===== src/rtl/reg_write_sched.sv =====
// Write-port scheduler for a 2**D-entry register file: arbitrates the core
// writeback, a req/gnt loader with starvation relief, and a sequenced clear.
module reg_write_sched #(
   parameter int W      = 8,
   parameter int D      = 4,
   parameter int STARVE = 4
) (
   input  logic         CLK,
   input  logic         reset,
   input  logic         clr_start,
   input  logic         wb_en,
   input  logic [D-1:0] wb_addr,
   input  logic [W-1:0] wb_data,
   input  logic         ld_req,
   input  logic [D-1:0] ld_addr,
   input  logic [W-1:0] ld_data,
   output logic         ld_gnt,
   output logic         core_stall,
   output logic         wr_en,
   output logic [D-1:0] wr_addr,
   output logic [W-1:0] wr_data,
   output logic         busy,
   output logic         clr_done
);

   localparam int SW = $clog2(STARVE + 1);
   localparam logic [D-1:0]  LAST_ADDR  = {D{1'b1}};
   localparam logic [SW-1:0] STARVE_MAX = SW'(STARVE);

   typedef enum logic [0:0] {
      IDLE  = 1'b0,
      CLEAR = 1'b1
   } state_t;

   state_t        state_q, state_d;
   logic [D-1:0]  clr_ptr_q, clr_ptr_d;
   logic [SW-1:0] starve_cnt_q, starve_cnt_d;

   // Port arbitration; every output is forced low while reset is asserted.
   always_comb begin
      ld_gnt     = 1'b0;
      core_stall = 1'b0;
      wr_en      = 1'b0;
      wr_addr    = {D{1'b0}};
      wr_data    = {W{1'b0}};
      busy       = 1'b0;
      clr_done   = 1'b0;
      if (!reset) begin
         ld_gnt = 1'b0;
      end else if (state_q == CLEAR) begin
         wr_en      = 1'b1;
         wr_addr    = clr_ptr_q;
         core_stall = wb_en;
         busy       = 1'b1;
         clr_done   = (clr_ptr_q == LAST_ADDR);
      end else if (ld_req && (starve_cnt_q == STARVE_MAX)) begin
         // A starved loader is forced ahead of the core.
         ld_gnt     = 1'b1;
         wr_en      = 1'b1;
         wr_addr    = ld_addr;
         wr_data    = ld_data;
         core_stall = wb_en;
      end else if (wb_en) begin
         wr_en   = 1'b1;
         wr_addr = wb_addr;
         wr_data = wb_data;
      end else if (ld_req) begin
         ld_gnt  = 1'b1;
         wr_en   = 1'b1;
         wr_addr = ld_addr;
         wr_data = ld_data;
      end else begin
         wr_en = 1'b0;
      end
   end

   // Next-state for the clear sequencer and the loader wait counter.
   always_comb begin
      state_d      = state_q;
      clr_ptr_d    = clr_ptr_q;
      starve_cnt_d = starve_cnt_q;
      case (state_q)
         IDLE: begin
            if (ld_gnt || !ld_req) begin
               starve_cnt_d = {SW{1'b0}};
            end else if (starve_cnt_q < STARVE_MAX) begin
               starve_cnt_d = starve_cnt_q + {{(SW-1){1'b0}}, 1'b1};
            end else begin
               starve_cnt_d = starve_cnt_q;
            end
            if (clr_start) begin
               state_d   = CLEAR;
               clr_ptr_d = {D{1'b0}};
            end else begin
               state_d = IDLE;
            end
         end
         CLEAR: begin
            // starve_cnt stays frozen so a pending loader resumes its wait.
            if (clr_ptr_q == LAST_ADDR) begin
               state_d   = IDLE;
               clr_ptr_d = {D{1'b0}};
            end else begin
               clr_ptr_d = clr_ptr_q + {{(D-1){1'b0}}, 1'b1};
            end
         end
         default: begin
            state_d      = IDLE;
            clr_ptr_d    = {D{1'b0}};
            starve_cnt_d = {SW{1'b0}};
         end
      endcase
   end

   // State registers.
   always_ff @(posedge CLK or negedge reset) begin
      if (!reset) begin
         state_q      <= IDLE;
         clr_ptr_q    <= {D{1'b0}};
         starve_cnt_q <= {SW{1'b0}};
      end else begin
         state_q      <= state_d;
         clr_ptr_q    <= clr_ptr_d;
         starve_cnt_q <= starve_cnt_d;
      end
   end

endmodule


===== config.mk =====
export PLATFORM = sky130hd
export DESIGN_NAME = reg_write_sched
export DESIGN_NICKNAME = d
export VERILOG_FILES = /design/src/rtl/reg_write_sched.sv
export SDC_FILE = /design/constraint.sdc
export NUM_CORES = 1
export LEC_CHECK = 0
export CORE_AREA = 4 4 58 60
export CTS_CLUSTER_SIZE = 24
export DETAILED_ROUTE_END_ITERATION = 6
export DIE_AREA = 0 0 62 64
export PLACE_DENSITY_LB_ADDON = 0.25
export SYNTH_ARGS = -nofsm -noshare
export SYNTH_HDL_FRONTEND = slang
export SYNTH_SLANG_ARGS = --single-unit

===== constraint.sdc =====
create_clock -name CLK -period 2 [get_ports CLK]
set_clock_uncertainty 0.1 [all_clocks]
set_input_delay 0.4 -clock CLK [delete_from_list [all_inputs] [get_ports CLK]]
set_output_delay 0.4 -clock CLK [all_outputs]
set_load 0.05 [all_outputs]

==> results.yml, run 1 <==
logic_synthesis:
  synthArstFlopShare_pct: 100
  syn_area_um2: 681
  synth-seq-cells: 8
  synth_edf_count: 0
  synth_flop_cell: "dfrtp_1"
  synthTopCellsByArea: "dfrtp_1 (29%), a22o_1 (9.0%), a21oi_1 (5.9%)"
  yosys.area.top_type: "dfrtp_1"
  synth.top_cell.area_share_pct: 29.4
  syn_inst: 82
  synth_cell_types: 31
  syn_nets: 114
  ys_seq_area_share_pct: 29.4
  yosys_warnings: 0
  synth_area_per_cell_um2: 8.30
floorplan:
  die-width_um: 62
  core_region_area_um2: 2930
  initial_core_util_pct: 23.2
  core.rowCount: 20
  die_area_um2: 3970
  die_y_um: 64
  io_pins: 46
global_route:
  antenna_found_initial: 0
  grt-ovfl-total: 0
  grt_pass1_vias: 853
  grt_first_pass_wirelength_um: 4310
  grt_max_degree: 19
  track_usage_pct: 14.5
cts:
  clockRootBuffer: "clkbuf_4"
  cts_buffers: 3
  cts_max_level: 1
  clk-insertion-delay-late_ps: 260
  cts_buffer_depth: 2
  clkSinkCount: 8
  hold_buffers: 0
  cts_tree: "yes"
  clk_pin_slew_ps: 60
worst_setup_path:
  path_class: "register to primary output"
  path_cells: "inv_2 > ha_4 > nand3_2 > and4_1 > buf_6 > a22o_4 > buf_12"
  critPathRequiredTime_ps: 1500
  critPathArrivalTime_ps: 1670
  r2r_cells: 8
  crit_slowest_cell: "dfrtp_1"
  critPathMaxStageDelay_ps: 390
  startpoint_type: "register"
  r2r_start: "starve_cnt_q[0]"
  cp-end-kind: "primary output"
  worstPathMaxFanout: 8
  cp-startpoint: "starve_cnt_q[1]"
  crit_end: "wr_data[4]"
  ff2ff_setup_slack_ps: 330
  reg2reg_to: "starve_cnt_q[2]"
placement:
  routabilityCongestion: 0.719
  port_buffers: 45
  place_area_um2: 1450
  place_hpwl_um: 1920
power_and_ir_drop:
  netSwitchingFraction_pct: 43.6
  power_leakage_nw: 0.701
  clkPwrFrac_pct: 9.2
  irDropWorstVdd_mv: 0.857
  seq_power_share_pct: 21.0
  combPwrFrac_pct: 69.8
  switching_power_uw: 642
  pwr_density_cell_nw_per_um2: 919
  intPower_uw: 832
detailed_routing:
  drc_errors: 0
  vias: 870
  finalWirelength_um: 2690
  firstDrtPassIters: 4
  drt_iter0_markers: 31
  via_per_inst: 4.94
  drt-wirelength-per-cell_um: 15.3
  ant_nets: 0
timing:
  hold_viol_final: 0
  maxSlewViolCount: 0
  worst_slack_ps: -173
  worst_slew_pin_slew_ps: 232
  period_minus_slack_ps: 2170
  fin_crit_sh_pct: 109
  max-slew-margin-rel_pct: 84.3
  rsz0062_at_grt: "yes"
  clock.fmax_mhz: 460
  setup_viol: 12
layout:
  final_nets: 177
  nFillCells: 259
  final_area_um2: 1600
  final_util_pct: 54.8
  drive_gt1_share_pct: 44.1
  syn_to_final_growth_pct: 136
  antenna_cells: 0
worst_hold_path:
  hold_class: "input pin to asynchronous set/reset pin"
outcome:
  failed_checks: "negative setup slack"
  outcome: "finished with violations"
job:
  maxCapViolCount: 0
-- timing repair --
action / 4_1_cts / 5_1_grt
gates cloned: 1 / 0
setup endpoints to repair: 17 / 15
buffers inserted: 2 / 4
gates resized for setup: 19 / 6
pin swaps: 6 / 0
endpoints found under the hold margin: 0 / 0
-- routing by layer --
metal | global-route usage (%) | part of all wire [%] | vias to the layer above
met5 | 0 | 0 | -
met4 | 5.57 | 1.7 | 0
met3 | 1.82 | 4.2 | 5
met2 | 21.4 | 52 | 18
met1 | 20.9 | 42 | 412
li1 | - | - | 435
-- synth_stat cells (2+ instances only) --
cell and n:
a31oi_1 5, o21ai_0 3, a21o_1 2, nand2_1 8, inv_1 2, buf_2 2
ha_1 3, o22ai_1 2, nand2b_1 3, nand3_1 6, a21oi_1 8, and2_1 2
dfrtp_1 8, nor2_1 5, a22o_1 7
-- kinds of logic (layout without fill, tap and decap cells) --
| group | after synthesis | after routing | share of synthesized area [%] |
|---|---|---|---|
| xor+xnor | 1 | 1 | 1.29 |
| flops | 8 | 8 | 29.4 |
| buf+inv | 8 | 68 | 5.88 |
| fa+ha+maj | 3 | 3 | 5.52 |
| simple gates | 30 | 31 | 24.1 |
| compound gates | 32 | 32 | 33.8 |
-- final cells by class --
cell class,count,area (um^2),share of cell area (%)
repair buffers,62,763,47.6
clock buffers,3,22.5,1.40
multi-input cells,67,564,35.2
flip-flops and latches,8,201,12.6
well taps,33,41.3,2.57
inverters,3,11.3,0.702
-- per-stage QoR --
stage	setup TNS [ps]	hold slack, ps	power, mW	instances	setup slack (ps)
floorplan	-351	4.41	0.823	82	-94.0
global placement	-3220	440	1.22	168	-275
detailed placement	-3290	462	1.24	168	-286
CTS	-1960	214	1.42	173	-199
global route	-2330	226	1.57	176	-224
finish	-1590	206	1.47	176	-173
-- worst min path at each step --
stage	start	endpoint	cells past startpoint
floorplan	reset	clr_ptr_q[0]	0
global placement	clr_ptr_q[3]	clr_ptr_q[3]	1
detailed placement	clr_ptr_q[3]	clr_ptr_q[3]	1
CTS	reset	clr_ptr_q[2]	2
global route	reset	clr_ptr_q[1]	2
finish	reset	starve_cnt_q[0]	2
-- critical path: cells and delay by family (launching register included) --
| kind | cells | cell delay, ps |
|---|---|---|
| DFF | 1 | 390 |
| buffers and inverters | 3 | 360 |
| and+or+nand+nor | 2 | 280 |
| adders and majority gates | 1 | 140 |
| AOI/OAI and AO/OA | 1 | 230 |
-- flip-flops by register name, summed over array words and instances (netlist names) --
register and cells:
starve_cnt_q 3, clr_ptr_q 4, state_q 1
-- power by group through the flow --
stage               logic, mW  clock network [mW]  registers (mW)
global placement        0.922                   0           0.301
detailed placement      0.939                   0           0.305
finish                   1.03               0.136           0.309
floorplan               0.524                   0           0.298
CTS                     0.984               0.136           0.303
global route             1.11               0.146           0.319
-- layout by cell type, fill, tap and decap left out, types with 2 or more instances in the layout --
master	count
clkdlybuf4s50_1	25
buf_12	17
buf_4	12
a22o_4	8
nand2_1	8
dfrtp_1	7
a31oi_1	5
a21oi_2	5
nor2_1	5
buf_6	5
nand3_1	4
inv_2	3
o21ai_0	3
nand2b_1	3
a21oi_1	3
clkbuf_4	3
dlygate4sd2_1	3
and4_4	2
nand3_2	2
and2_1	2
o22ai_1	2
a21o_1	2
No activity file was read; power rests on OpenSTA's default activity.
==> run 2: changes to the inputs <==
- CORE_AREA: 4 4 58 60 -> 2 2 56 58
- DIE_AREA: 0 0 62 64 -> 0 0 58 60
- SETUP_SLACK_MARGIN: default -> 0.02
==> results.yml, run 2 (synthesis results as in run 1) <==
detailed_routing:
  drt-wirelength-per-cell_um: 16.9
  finalWirelength_um: 2960
  drt_iter0_markers: 26
  drc_errors: 0
  via_per_inst: 4.98
  ant_nets: 0
  firstDrtPassIters: 4
  vias: 872
power_and_ir_drop:
  power_leakage_nw: 0.702
  irDropWorstVdd_mv: 0.699
  pwr_density_cell_nw_per_um2: 907
worst_setup_path:
  critPathArrivalTime_ps: 1700
  ff2ff_setup_slack_ps: 500
  worstPathMaxFanout: 8
  path_cells: "inv_2 > ha_4 > nand3_4 > and4_1 > buf_6 > a22o_4 > buf_12"
  critPathMaxStageDelay_ps: 390
  startpoint_type: "register"
  path_class: "register to primary output"
  cp-end-kind: "primary output"
  critPathRequiredTime_ps: 1500
  crit_slowest_cell: "dfrtp_1"
placement:
  port_buffers: 45
  routabilityCongestion: 0.782
  place_hpwl_um: 2020
  pre_cts_ws_ps: -292
layout:
  largest_register_ffs: 4
  mostFrequentLayoutCells: "clkdlybuf4s50_1 (25), buf_12 (17), buf_4 (12)"
  drive_gt1_share_pct: 49.3
  largest-register: "clr_ptr_q"
  antenna_cells: 0
  layout_commonest_cell: "clkdlybuf4s50_1"
  final_nets: 176
  top_regs: "clr_ptr_q x4, starve_cnt_q x3, state_q x1"
  syn_to_final_growth_pct: 151
floorplan:
  die_area_um2: 3480
  die-width_um: 58
  core_region_area_um2: 2900
  initial_core_util_pct: 23.4
  io_pins: 46
  die_y_um: 60
  core.rowCount: 20
global_route:
  grt_max_degree: 19
  grt_pass1_vias: 899
  grt-ovfl-total: 0
  grt_first_pass_wirelength_um: 4330
  track_usage_pct: 16.1
  antenna_found_initial: 0
timing:
  period_minus_slack_ps: 2200
  fin_tns_setup_ps: -1730
  hold_viol_final: 0
  clock.fmax_mhz: 455
  max-slew-margin-rel_pct: 82.6
  worst_slew_pin_slew_ps: 262
  fin_crit_sh_pct: 110
  setup_viol: 13
  worst_slack_ps: -196
  rsz0062_at_grt: "yes"
  maxSlewViolCount: 0
cts:
  cts_max_level: 1
  clkSinkCount: 8
  cts_tree: "yes"
  hold_buffers: 0
  clk-insertion-delay-late_ps: 250
  clockRootBuffer: "clkbuf_4"
  clk_pin_slew_ps: 60
  cts_buffers: 3
  cts_buffer_depth: 2
outcome:
  failed_checks: "negative setup slack"
  outcome: "finished with violations"
job:
  maxCapViolCount: 0
worst_hold_path:
  hold_class: "input pin to asynchronous set/reset pin"
[run 2: worst paths after layout]
path / from / to / cells after the start
min in group CLK: clr_ptr_q[3] / clr_ptr_q[3] / 1
max in group asynchronous: reset / starve_cnt_q[2] / 3
setup reg to reg: starve_cnt_q[0] / starve_cnt_q[2] / 6
setup / recovery: starve_cnt_q[1] / wr_data[3] / 7
hold reg to reg: clr_ptr_q[3] / clr_ptr_q[3] / 1
hold / removal: reset / clr_ptr_q[0] / 2
[run 2: worst max-delay path, delay by kind of cell, from the launching register on]
| family | cells | cell delay, ps |
|---|---|---|
| buffers and inverters | 3 | 370 |
| adders and majority gates | 1 | 160 |
| DFF | 1 | 390 |
| AOI/OAI and AO/OA | 1 | 230 |
| and+or+nand+nor | 2 | 300 |
[run 2: through the flow]
| step | power [mW] | util (%) | cell area (um^2) | hold slack, ps | instances |
|---|---|---|---|---|---|
| final | 1.55 | 58.9 | 1710 | 245 | 175 |
| after global routing | 1.67 | 58.9 | 1710 | 236 | 175 |
| after CTS | 1.42 | 53.8 | 1560 | 235 | 172 |
| after detailed placement | 1.25 | 50.0 | 1450 | 452 | 168 |
| after global placement | 1.22 | 50.0 | 1450 | 445 | 168 |
| after floorplan | 0.823 | - | 728 | 4.41 | 82 |
[run 2: per-layer routing]
layer,global-route usage (%),up-vias,wire (um)
li1,-,437,-
met1,20.4,420,1210
met2,27.9,13,1700
met3,3.03,2,43
met4,4.65,0,12
met5,0,-,0
[run 2: cell type report]
class                   count  area, um^2
fillers                   253        1190
inverters                   3        11.3
clock buffers               3        22.5
well taps                  33        41.3
multi-input cells          67         682
flip-flops and latches      8         201
repair buffers             61         752
[run 2: report_power, final]
part / switching, mW / internal, mW / total (mW)
combinational: 0.553 / 0.557 / 1.11
clock: 0.0522 / 0.0685 / 0.121
sequential: 0.0837 / 0.237 / 0.320
total: 0.689 / 0.862 / 1.55
[run 2: repair_timing]
| item | CTS | global route |
|---|---|---|
| setup buffers | 0 | 3 |
| gates cloned | 1 | 0 |
| setup endpoints to repair | 17 | 15 |
| pin swaps | 6 | 3 |
| resized for setup | 20 | 20 |
==> run 3: changes to the inputs <==
- CTS_CLUSTER_DIAMETER: default -> 120
- DONT_BUFFER_PORTS: default -> 1
==> results.yml, run 3 (synthesis results as in run 1) <==
outcome:
  outcome: "finished with violations"
  failed_checks: "negative setup slack"
global_route:
  grt_max_degree: 19
  grt_first_pass_wirelength_um: 3480
  track_usage_pct: 13.1
  grt-ovfl-total: 0
  grt_pass1_vias: 716
  antenna_found_initial: 0
placement:
  place_hpwl_um: 1480
  routabilityCongestion: 0.763
  port_buffers: 0
floorplan:
  die_area_um2: 3480
  die-width_um: 58
  die_y_um: 60
  core_region_area_um2: 2900
  io_pins: 46
  initial_core_util_pct: 23.4
  core.rowCount: 20
cts:
  clockRootBuffer: "clkbuf_4"
  cts_buffers: 3
  cts_max_level: 1
  cts_tree: "yes"
  clkSinkCount: 8
  clk-insertion-delay-late_ps: 250
  cts_buffer_depth: 2
  clk_pin_slew_ps: 60
detailed_routing:
  ant_nets: 0
  firstDrtPassIters: 4
  drt_iter0_markers: 14
  drc_errors: 0
  vias: 703
  drt-wirelength-per-cell_um: 16.8
  via_per_inst: 5.41
  finalWirelength_um: 2180
timing:
  fin_crit_sh_pct: 102
  hold_viol_final: 0
  maxSlewViolCount: 0
  max-slew-margin-rel_pct: 74.9
  period_minus_slack_ps: 2040
  clock.fmax_mhz: 490
  setup_viol: 10
  worst_hold_slack_ps: 168
  worst_slew_pin_slew_ps: 375
  rsz0062_at_grt: "yes"
  worst_slack_ps: -38.9
worst_setup_path:
  critPathMaxStageDelay_ps: 370
  path_cells: "inv_2 > ha_4 > a21bo_4 > and4_4 > a22o_4"
  startpoint_type: "register"
  worstPathMaxFanout: 5
  critical-path-top-delay-family: "compound AO/OA/AOI/OAI gates"
  critPathRequiredTime_ps: 1500
  crit_slowest_cell: "dfrtp_1"
  critPathArrivalTime_ps: 1540
  critPathBufInv: 1
  cp-end-kind: "primary output"
  path_class: "register to primary output"
layout:
  largest_register_ffs: 4
  antenna_cells: 0
  final_nets: 131
  mostFrequentLayoutCells: "a22o_4 (8), nand2_1 (8), dfrtp_1 (8)"
  nFillCells: 294
  syn_to_final_growth_pct: 66.2
  top_regs: "clr_ptr_q x4, starve_cnt_q x3, state_q x1"
  drive_gt1_share_pct: 52.6
  largest-register: "clr_ptr_q"
power_and_ir_drop:
  netSwitchingFraction_pct: 45.8
  seq_power_share_pct: 24.0
  clkPwrFrac_pct: 9.0
  irDropWorstVdd_mv: 0.492
  switching_power_uw: 614
  combPwrFrac_pct: 67.1
  report.power.total_mw: 1.34
  intPower_uw: 725
  pwr_density_cell_nw_per_um2: 1180
  power_leakage_nw: 0.465
worst_hold_path:
  hold_class: "input pin to register"
job:
  maxCapViolCount: 0
run 3: what timing repair did:
item,4_1_cts,5_1_grt
hold endpoints to repair,8,0
hold buffers,1,0
gates resized for setup,27,6
pin swaps,17,6
cloned,1,0
endpoints found under the setup margin,14,15
setup buffers,2,1
run 3: layout make-up:
| type | count | area, um^2 | area share, % |
|---|---|---|---|
| well taps | 33 | 41.3 | 3.65 |
| multi-input cells | 67 | 659 | 58.3 |
| inverters | 3 | 11.3 | 0.996 |
| repair buffers | 16 | 196 | 17.4 |
| flip-flops and latches | 8 | 200 | 17.7 |
| clock buffers | 3 | 22.5 | 1.99 |
run 3: metal layers:
metal | part of all wire (%) | global-route usage, % | wire (um)
met4 | 1.1 | 2.66 | 25
met2 | 54 | 21.4 | 1170
met1 | 41 | 16.3 | 900
met3 | 3.8 | 5.19 | 82
met5 | 0 | 0 | 0
run 3: power groups by stage:
stage / Sequential [mW] / Combinational [mW] / Clock [mW]
after CTS: 0.311 / 0.849 / 0.126
after global routing: 0.333 / 0.977 / 0.134
after detailed placement: 0.315 / 0.750 / 0
after global placement: 0.312 / 0.743 / 0
final: 0.321 / 0.898 / 0.120
after floorplan: 0.298 / 0.524 / 0
run 3: worst paths after layout:
path / startpoint / end / slack, ps / depth (start not counted)
min reg2reg: clr_ptr_q[3] / clr_ptr_q[3] / 470 / 1
min: clr_start / clr_ptr_q[2] / 170 / 1
max reg2reg: starve_cnt_q[1] / starve_cnt_q[2] / 510 / 6
min in group asynchronous: reset / clr_ptr_q[3] / 400 / 1
max in group asynchronous: reset / starve_cnt_q[0] / 1120 / 1
max: starve_cnt_q[1] / wr_data[5] / -40 / 5
run 3: stage by stage:
| stage | setup TNS [ps] | area [um^2] | setup WS, ps | std cells | util, % |
|---|---|---|---|---|---|
| after floorplan | -351 | 728 | -94.0 | 82 | - |
| after global placement | 0 | 885 | 56.7 | 122 | 30.5 |
| after detailed placement | 0 | 885 | 2.80 | 122 | 30.5 |
| after CTS | -348 | 1090 | -44.5 | 129 | 37.5 |
| after global routing | -910 | 1130 | -83.6 | 130 | 39.0 |
| final | -297 | 1130 | -38.9 | 130 | 39.0 |
